<file path="src/rtl/core_boot_sequencer_pkg.sv">
// Shared types and constants for the core boot sequencer: packet/memory
// request layouts, FSM state encoding, image selects and status magic words.
package core_boot_sequencer_pkg;

  typedef enum logic [2:0] {
    NET_OP_NULL  = 3'd0,
    NET_OP_INSTR = 3'd1,
    NET_OP_REG   = 3'd2,
    NET_OP_PC    = 3'd3,
    NET_OP_BAR   = 3'd4
  } net_op_e;

  typedef struct packed {
    logic [9:0]  net_id;
    net_op_e     op;
    logic [4:0]  reserved;
    logic [31:0] net_data;
    logic [9:0]  net_addr;
  } net_packet_s;

  typedef struct packed {
    logic        valid;
    logic        wen;
    logic        byte_not_word;
    logic        yumi;
    logic [31:0] write_data;
  } mem_in_s;

  typedef enum logic [3:0] {
    ST_IDLE  = 4'd0,
    ST_DMEM  = 4'd1,
    ST_DRAIN = 4'd2,
    ST_IMEM  = 4'd3,
    ST_REGS  = 4'd4,
    ST_BAR   = 4'd5,
    ST_PC    = 4'd6,
    ST_NUL   = 4'd7,
    ST_RUN   = 4'd8
  } boot_state_e;

  typedef enum logic [1:0] {
    IMG_DATA  = 2'd0,
    IMG_INSTR = 2'd1,
    IMG_REG   = 2'd2
  } img_sel_e;

  localparam logic [9:0]  BOOT_BAR_ADDR   = 10'd24;
  localparam logic [31:0] BOOT_NULL_DATA  = 32'hFFFF_FFFE;
  localparam logic [31:0] BOOT_PASS_MAGIC = 32'hC0FF_EEEE;
  localparam logic [31:0] BOOT_FAIL_MAGIC = 32'hDEAD_DEAD;
  localparam logic [31:0] BOOT_DONE_MAGIC = 32'h600D_BEEF;

  function automatic net_packet_s null_packet(input logic [9:0] id);
    net_packet_s p;
    p        = '0;
    p.net_id = id;
    p.op     = NET_OP_NULL;
    return p;
  endfunction

endpackage

</file>
<file path="src/rtl/core_boot_sequencer_img_reader.sv">
// boot_img_reader: walks image indices 0..N-1 while enabled and returns
// {valid, idx, data} aligned with the image word one cycle after each read.
module boot_img_reader (
  input  logic        clk,
  input  logic        reset,
  input  logic        i_en,
  input  logic [10:0] i_words,
  input  logic [39:0] i_img_data,
  output logic        o_rd,
  output logic [9:0]  o_addr,
  output logic        o_done,
  output logic        o_valid,
  output logic [9:0]  o_idx,
  output logic [39:0] o_data
);

  logic [10:0] r_cnt;
  logic [9:0]  r_idx;
  logic        r_valid;
  logic        w_more;

  // Comparing against N-1 keeps N=1024 clear of the 11-bit counter wrap.
  assign w_more  = (i_words != 11'd0) && (r_cnt <= (i_words - 11'd1));
  assign o_rd    = i_en & w_more & reset;
  assign o_done  = i_en & ~w_more;
  assign o_addr  = r_cnt[9:0];
  assign o_valid = r_valid & reset;
  assign o_idx   = r_idx;
  assign o_data  = i_img_data;

  // Read index counter and one-cycle-delayed valid/index tag.
  always_ff @(posedge clk) begin
    if (!reset) begin
      r_cnt   <= 11'd0;
      r_idx   <= 10'd0;
      r_valid <= 1'b0;
    end else begin
      r_valid <= o_rd;
      r_idx   <= r_cnt[9:0];
      if (i_en && w_more) begin
        r_cnt <= r_cnt + 11'd1;
      end else begin
        r_cnt <= 11'd0;
      end
    end
  end

endmodule

</file>
<file path="src/rtl/core_boot_sequencer.sv">
// core_boot_sequencer: preloads data_mem, then streams INSTR/REG/BAR/PC/NULL
// packets to one core. Optional core status decode under CORE_BOOT_STATUS_EN.
module core_boot_sequencer
  import core_boot_sequencer_pkg::*;
#(
  parameter int          DMEM_WORDS_P = 1024,
  parameter int          IMEM_WORDS_P = 1024,
  parameter int          REG_WORDS_P  = 64,
  parameter logic [9:0]  NET_ID_P     = 10'd1,
  parameter logic [31:0] BAR_MASK_P   = 32'h2,
  parameter logic [31:0] BOOT_PC_P    = 32'h0
) (
  input  logic        clk,
  input  logic        reset,
  input  logic        start_i,
  output logic        img_rd_o,
  output logic [1:0]  img_sel_o,
  output logic [9:0]  img_addr_o,
  input  logic [39:0] img_data_i,
  output mem_in_s     mem_port_o,
  output logic [31:0] mem_addr_o,
  output logic        select_o,
  output net_packet_s net_packet_o,
  output logic        busy_o,
`ifdef CORE_BOOT_STATUS_EN
  input  logic        core_mem_valid_i,
  input  logic [31:0] core_mem_addr_i,
  output logic        pass_o,
  output logic        fail_o,
  output logic        done_o,
`endif
  output logic        booted_o
);

  localparam logic [10:0] W_DMEM = 11'(DMEM_WORDS_P);
  localparam logic [10:0] W_IMEM = 11'(IMEM_WORDS_P);
  localparam logic [10:0] W_REG  = 11'(REG_WORDS_P);

  boot_state_e r_state;
  boot_state_e w_next;
  logic        w_load_en;
  logic [10:0] w_words;
  logic        w_rd;
  logic [9:0]  w_addr;
  logic        w_done;
  logic        w_valid;
  logic [9:0]  w_idx;
  logic [39:0] w_data;
  logic        w_unused;

  assign w_unused = ^w_data[39:38];

  boot_img_reader u_reader (
    .clk        (clk),
    .reset      (reset),
    .i_en       (w_load_en),
    .i_words    (w_words),
    .i_img_data (img_data_i),
    .o_rd       (w_rd),
    .o_addr     (w_addr),
    .o_done     (w_done),
    .o_valid    (w_valid),
    .o_idx      (w_idx),
    .o_data     (w_data)
  );

  // Phase size for the reader, selected by the current load state.
  always_comb begin
    w_load_en = 1'b0;
    w_words   = 11'd0;
    case (r_state)
      ST_DMEM: begin w_load_en = 1'b1; w_words = W_DMEM; end
      ST_IMEM: begin w_load_en = 1'b1; w_words = W_IMEM; end
      ST_REGS: begin w_load_en = 1'b1; w_words = W_REG;  end
      default: begin w_load_en = 1'b0; w_words = 11'd0;  end
    endcase
  end

  // Boot FSM state register.
  always_ff @(posedge clk) begin
    if (!reset) begin
      r_state <= ST_IDLE;
    end else begin
      r_state <= w_next;
    end
  end

  // Boot FSM next-state.
  always_comb begin
    w_next = r_state;
    case (r_state)
      ST_IDLE:  w_next = start_i ? ST_DMEM : ST_IDLE;
      ST_DMEM:  w_next = w_done ? ST_DRAIN : ST_DMEM;
      ST_DRAIN: w_next = ST_IMEM;
      ST_IMEM:  w_next = w_done ? ST_REGS : ST_IMEM;
      ST_REGS:  w_next = w_done ? ST_BAR : ST_REGS;
      ST_BAR:   w_next = ST_PC;
      ST_PC:    w_next = ST_NUL;
      ST_NUL:   w_next = ST_RUN;
      ST_RUN:   w_next = ST_RUN;
      default:  w_next = ST_IDLE;
    endcase
  end

  // Output decode; image words arrive one cycle after their read, so
  // writes and packets are formed from the aligned reader tag.
  always_comb begin
    img_rd_o     = 1'b0;
    img_sel_o    = IMG_DATA;
    img_addr_o   = 10'd0;
    mem_port_o   = '0;
    mem_addr_o   = 32'd0;
    select_o     = 1'b0;
    busy_o       = 1'b0;
    booted_o     = 1'b0;
    net_packet_o = null_packet(NET_ID_P);
    if (reset) begin
      img_rd_o   = w_rd;
      img_addr_o = w_addr;
      case (r_state)
        ST_DMEM: begin
          busy_o = 1'b1;
          if (w_valid) begin
            mem_port_o.valid      = 1'b1;
            mem_port_o.yumi       = 1'b1;
            mem_port_o.wen        = 1'b1;
            mem_port_o.write_data = w_data[31:0];
            mem_addr_o            = {20'd0, w_idx, 2'b00};
          end else begin
            mem_port_o = '0;
          end
        end
        ST_DRAIN: busy_o = 1'b1;
        ST_IMEM: begin
          busy_o    = 1'b1;
          select_o  = 1'b1;
          img_sel_o = IMG_INSTR;
          if (w_valid) begin
            net_packet_o.op       = NET_OP_INSTR;
            net_packet_o.net_data = {16'd0, w_data[15:0]};
            net_packet_o.net_addr = w_idx;
          end else begin
            net_packet_o = null_packet(NET_ID_P);
          end
        end
        ST_REGS: begin
          busy_o    = 1'b1;
          select_o  = 1'b1;
          img_sel_o = IMG_REG;
          if (w_valid) begin
            net_packet_o.op       = NET_OP_REG;
            net_packet_o.net_data = w_data[31:0];
            net_packet_o.net_addr = {4'd0, w_data[37:32]};
          end else begin
            net_packet_o = null_packet(NET_ID_P);
          end
        end
        ST_BAR: begin
          busy_o                = 1'b1;
          select_o              = 1'b1;
          net_packet_o.op       = NET_OP_BAR;
          net_packet_o.net_data = BAR_MASK_P;
          net_packet_o.net_addr = BOOT_BAR_ADDR;
        end
        ST_PC: begin
          busy_o                = 1'b1;
          select_o              = 1'b1;
          net_packet_o.op       = NET_OP_PC;
          net_packet_o.net_data = BOOT_PC_P;
          net_packet_o.net_addr = 10'd0;
        end
        ST_NUL: begin
          busy_o                = 1'b1;
          select_o              = 1'b1;
          net_packet_o.net_data = BOOT_NULL_DATA;
          net_packet_o.net_addr = BOOT_BAR_ADDR;
        end
        ST_RUN: begin
          select_o = 1'b1;
          booted_o = 1'b1;
        end
        default: busy_o = 1'b0;
      endcase
    end else begin
      net_packet_o = null_packet(NET_ID_P);
    end
  end

`ifdef CORE_BOOT_STATUS_EN
  logic r_pass;
  logic r_fail;
  logic r_done;
  logic r_halted;
  logic w_hit;

  assign w_hit  = core_mem_valid_i & select_o & ~r_halted;
  assign pass_o = r_pass;
  assign fail_o = r_fail;
  assign done_o = r_done;

  // Status pulses; fail/done latch halted and silence later pulses.
  always_ff @(posedge clk) begin
    if (!reset) begin
      r_pass   <= 1'b0;
      r_fail   <= 1'b0;
      r_done   <= 1'b0;
      r_halted <= 1'b0;
    end else begin
      r_pass   <= w_hit & (core_mem_addr_i == BOOT_PASS_MAGIC);
      r_fail   <= w_hit & (core_mem_addr_i == BOOT_FAIL_MAGIC);
      r_done   <= w_hit & (core_mem_addr_i == BOOT_DONE_MAGIC);
      r_halted <= r_halted | (w_hit & ((core_mem_addr_i == BOOT_FAIL_MAGIC) ||
                                       (core_mem_addr_i == BOOT_DONE_MAGIC)));
    end
  end
`endif

endmodule
</file>
<file path="config.mk">
export PLATFORM = sky130hd
export DESIGN_NAME = core_boot_sequencer
export DESIGN_NICKNAME = d
export VERILOG_FILES = /design/src/rtl/core_boot_sequencer_pkg.sv /design/src/rtl/core_boot_sequencer_img_reader.sv /design/src/rtl/core_boot_sequencer.sv
export SDC_FILE = /design/constraint.sdc
export NUM_CORES = 1
export LEC_CHECK = 0
export CORE_MARGIN = 2
export CORE_UTILIZATION = 36
export DETAILED_ROUTE_END_ITERATION = 10
export PLACE_DENSITY = 0.9
export SYNTH_ARGS = -nofsm -noshare
export SYNTH_HDL_FRONTEND = slang
export SYNTH_SLANG_ARGS = --single-unit
</file>
<file path="constraint.sdc">
create_clock -name clk -period 7.8 [get_ports clk]
set_input_delay 1.56 -clock clk [delete_from_list [all_inputs] [get_ports clk]]
set_output_delay 1.56 -clock clk [all_outputs]
set_load 0.02 [all_outputs]
</file>
==> flow_metrics.py <==
metrics = {
    "clock_network": {
        "post_cts_resize_count": 0,
        "cts_hold_buf": 0,
        "clock-sinks": 26,
        "cts_made_buffers": 3,
        "clk_pin_slew_ns": 0.09,
        "cts_buffer_depth": 2,
        "cts_root_buf": "clkbuf_8",
        "clk_latency_ns": 0.27,
        "cts_tree": "built",
        "cts_setup_buffers": 0,
        "h-tree-depth": 1,
    },
    "setup_path": {
        "slowest_delay_ns": 0.87,
        "cpMostUsedCell": "clkdlybuf4s50_1",
        "cp_top_family": "simple AND/OR/NAND/NOR gates",
        "path_cells": "clkdlybuf4s50_1 -> nand2b_1 -> nor3_1 -> and2_0 -> a222oi_1 -> nor2_1 -> clkdlybuf4s50_1",
        "critPathBufInv": 2,
        "required_ns": 6.24,
        "end_kind": "primary output",
        "crit_arrival_ns": 4.73,
        "cp_max_fo": 20,
        "cp-start-kind": "input pin",
        "rrSetupSlack_ns": 4.27,
        "slowest_stage": "clkdlybuf4s50_1",
        "crit_type": "input pin to primary output",
    },
    "run": {
        "maxCapViolations": 0,
    },
    "grt": {
        "grt_first_pass_wirelength_mm": 11.8,
        "grt_usage": 0.201,
        "grt_max_degree": 36,
        "first_global_vias": 2337,
        "antenna_found_initial": 0,
        "gr-total-overflow": 0,
    },
    "synth": {
        "avgSynthCellArea_sq_um": 7.04,
        "ys_top_cells_by_count": "and2_1, buf_4, nand2_1, a21oi_1, dfxtp_1",
        "synth.area.mux_share": 0.00924,
        "synth_xor_area_frac": 0.0342,
        "synth_compound_area_frac": 0.158,
        "synth-simple-area-share": 0.362,
        "synth_edf_count": 0,
        "syn_area_sq_um": 2300,
        "synth_most_common_cell": "and2_1",
        "ys_top_cells_by_area": "dfxtp_1, and2_1, buf_4",
        "ys_types": 44,
        "synth_top_family_by_area": "simple AND/OR/NAND/NOR gates",
        "synthFlopType": "dfxtp_1",
        "synth_seq_cells": 26,
        "async_flop_share": 0,
        "synth_fa_ha_area_frac": 0.0217,
        "yosysTopAreaCell": "dfxtp_1",
        "yosys.area.top_type_share": 0.226,
        "yosys_warnings": 0,
        "syn_inst": 327,
        "ys_seq_area_frac": 0.226,
    },
    "timing": {
        "finalSetupViolCount": 0,
        "holdWs_ns": 0.533,
        "fin_skew_ns": 0.00275,
        "min_period_ns": 6.29,
        "fin_crit_sh": 0.806,
        "worst_slack_ns": 1.51,
        "drv_slew": 0,
        "fmax_ghz": 0.159,
        "tightest_slew_ns": 1.19,
        "tns_ns": 0,
        "hold_violations": 0,
        "slew_headroom": 0.205,
        "rsz0062_at_grt": "false",
    },
    "die": {
        "fp.coreArea_sq_um": 6280,
        "initial_utilization": 0.367,
        "num_rows": 29,
        "die_h_um": 84.0,
        "die_w_um": 84.0,
        "io_pins": 187,
        "die_area_sq_um": 7050,
    },
    "power_and_ir_drop": {
        "peakVddDrop_v": 0.0000985,
        "leakagePower_nw": 1.33,
        "power_mw": 0.351,
        "p_per_area_nw_per_um2": 95.5,
    },
    "cells_and_area": {
        "final_nets": 496,
        "area_growth_pct": 59.9,
        "num_antenna_cells": 0,
        "layout-drive-gt1-share": 0.0313,
        "fin_cells": 525,
        "fillers": 548,
        "final_area_sq_um": 3680,
        "fin_util": 0.586,
    },
    "route": {
        "drt-initial-drc-count": 53,
        "wl_per_cell_um": 14.6,
        "drc_errors": 0,
        "final_antenna_net_count": 0,
        "routed_wl_mm": 7.65,
        "vias": 2587,
        "drt_pass1_iterations": 4,
        "drt-vias-per-instance": 4.93,
    },
    "placement": {
        "dp.cells": 521,
        "place_area_sq_um": 3610,
        "gp_congestion": 0.861,
        "pre_cts_ws_ns": 1.51,
        "hpwl_mm": 5.85,
        "port_buffers": 146,
    },
    "run_status": {
        "status": "completed",
    },
    "min_path": {
        "hp-class": "flop to flop",
    },
}
-- layout by cell type, fill, tap and decap left out, drive strengths merged, types with 2 or more instances in the layout --
cell	Yosys	routed
a21oi	37	37
a222oi	2	2
a22o	4	4
and2	56	56
and3	7	7
buf	47	2
clkbuf	20	3
clkdlybuf4s50	0	146
conb	2	38
dfxtp	26	26
ha	4	4
inv	6	6
nand2	40	40
nand2b	4	4
nand3	8	8
nand4	2	2
nor2	11	11
nor3	16	16
nor3b	2	2
nor4	4	4
o21bai	2	2
or3	2	2
xnor2	4	4
xor2	5	5
-- power breakdown --
group          switching [mW]  internal, mW  leakage [nW]
Sequential            0.00968         0.136         0.210
Clock                  0.0434        0.0687        0.0357
Combinational          0.0547        0.0388          1.08
-- metal layers --
layer | vias to the layer above | track usage | wire length, um | share of wire
met5 | - | 0 | 0 | 0
met4 | 0 | 0.0572 | 167 | 0.022
met3 | 17 | 0.0396 | 552 | 0.072
met2 | 139 | 0.355 | 3750 | 0.49
met1 | 1177 | 0.246 | 3180 | 0.42
li1 | 1254 | - | - | -
-- path summary, 6_finish.rpt --
check                           depth (start not counted)                 to              start
worst min-delay path                                    1  u_reader.r_cnt[0]  u_reader.r_cnt[0]
worst max register to register                          8  u_reader.r_cnt[6]         r_state[2]
worst min register to register                          1  u_reader.r_cnt[0]  u_reader.r_cnt[0]
worst max-delay path                                    7    net_packet_o[4]              reset
-- worst reg2reg max path, stage by stage (launching register included) --
cell and delay [ns]:
dfxtp_1 0.57, or4b_1 0.65, ha_1 0.36, ha_1 0.35
nand2_1 0.14, nor4_4 0.17, a32oi_2 0.11, a21oi_1 0.86
nor3_1 0.16
-- cell type report --
cell class | instances | area (sq um) | area share
multi-input cells | 264 | 1490 | 0.406
repair buffers | 148 | 1480 | 0.401
clock buffers | 3 | 41.3 | 0.0112
flip-flops and latches | 26 | 520 | 0.141
clock inverters | 1 | 30.0 | 0.00816
well taps | 77 | 96.3 | 0.0262
inverters | 6 | 22.5 | 0.00612
-- state kept, by name, indices dropped and copies added, names as in the netlist --
register / count
r_state: 4
u_reader.r_cnt: 11
u_reader.r_valid: 1
u_reader.o_idx: 10
-- cells by family after synthesis --
kind of cell    after synthesis
fa+ha+maj                     4
xor+xnor                      9
flops                        26
compound gates               56
other cells                   2
simple gates                155
buf+inv                      73
mux                           2
Note: power is estimated with default switching activity, not from simulation.
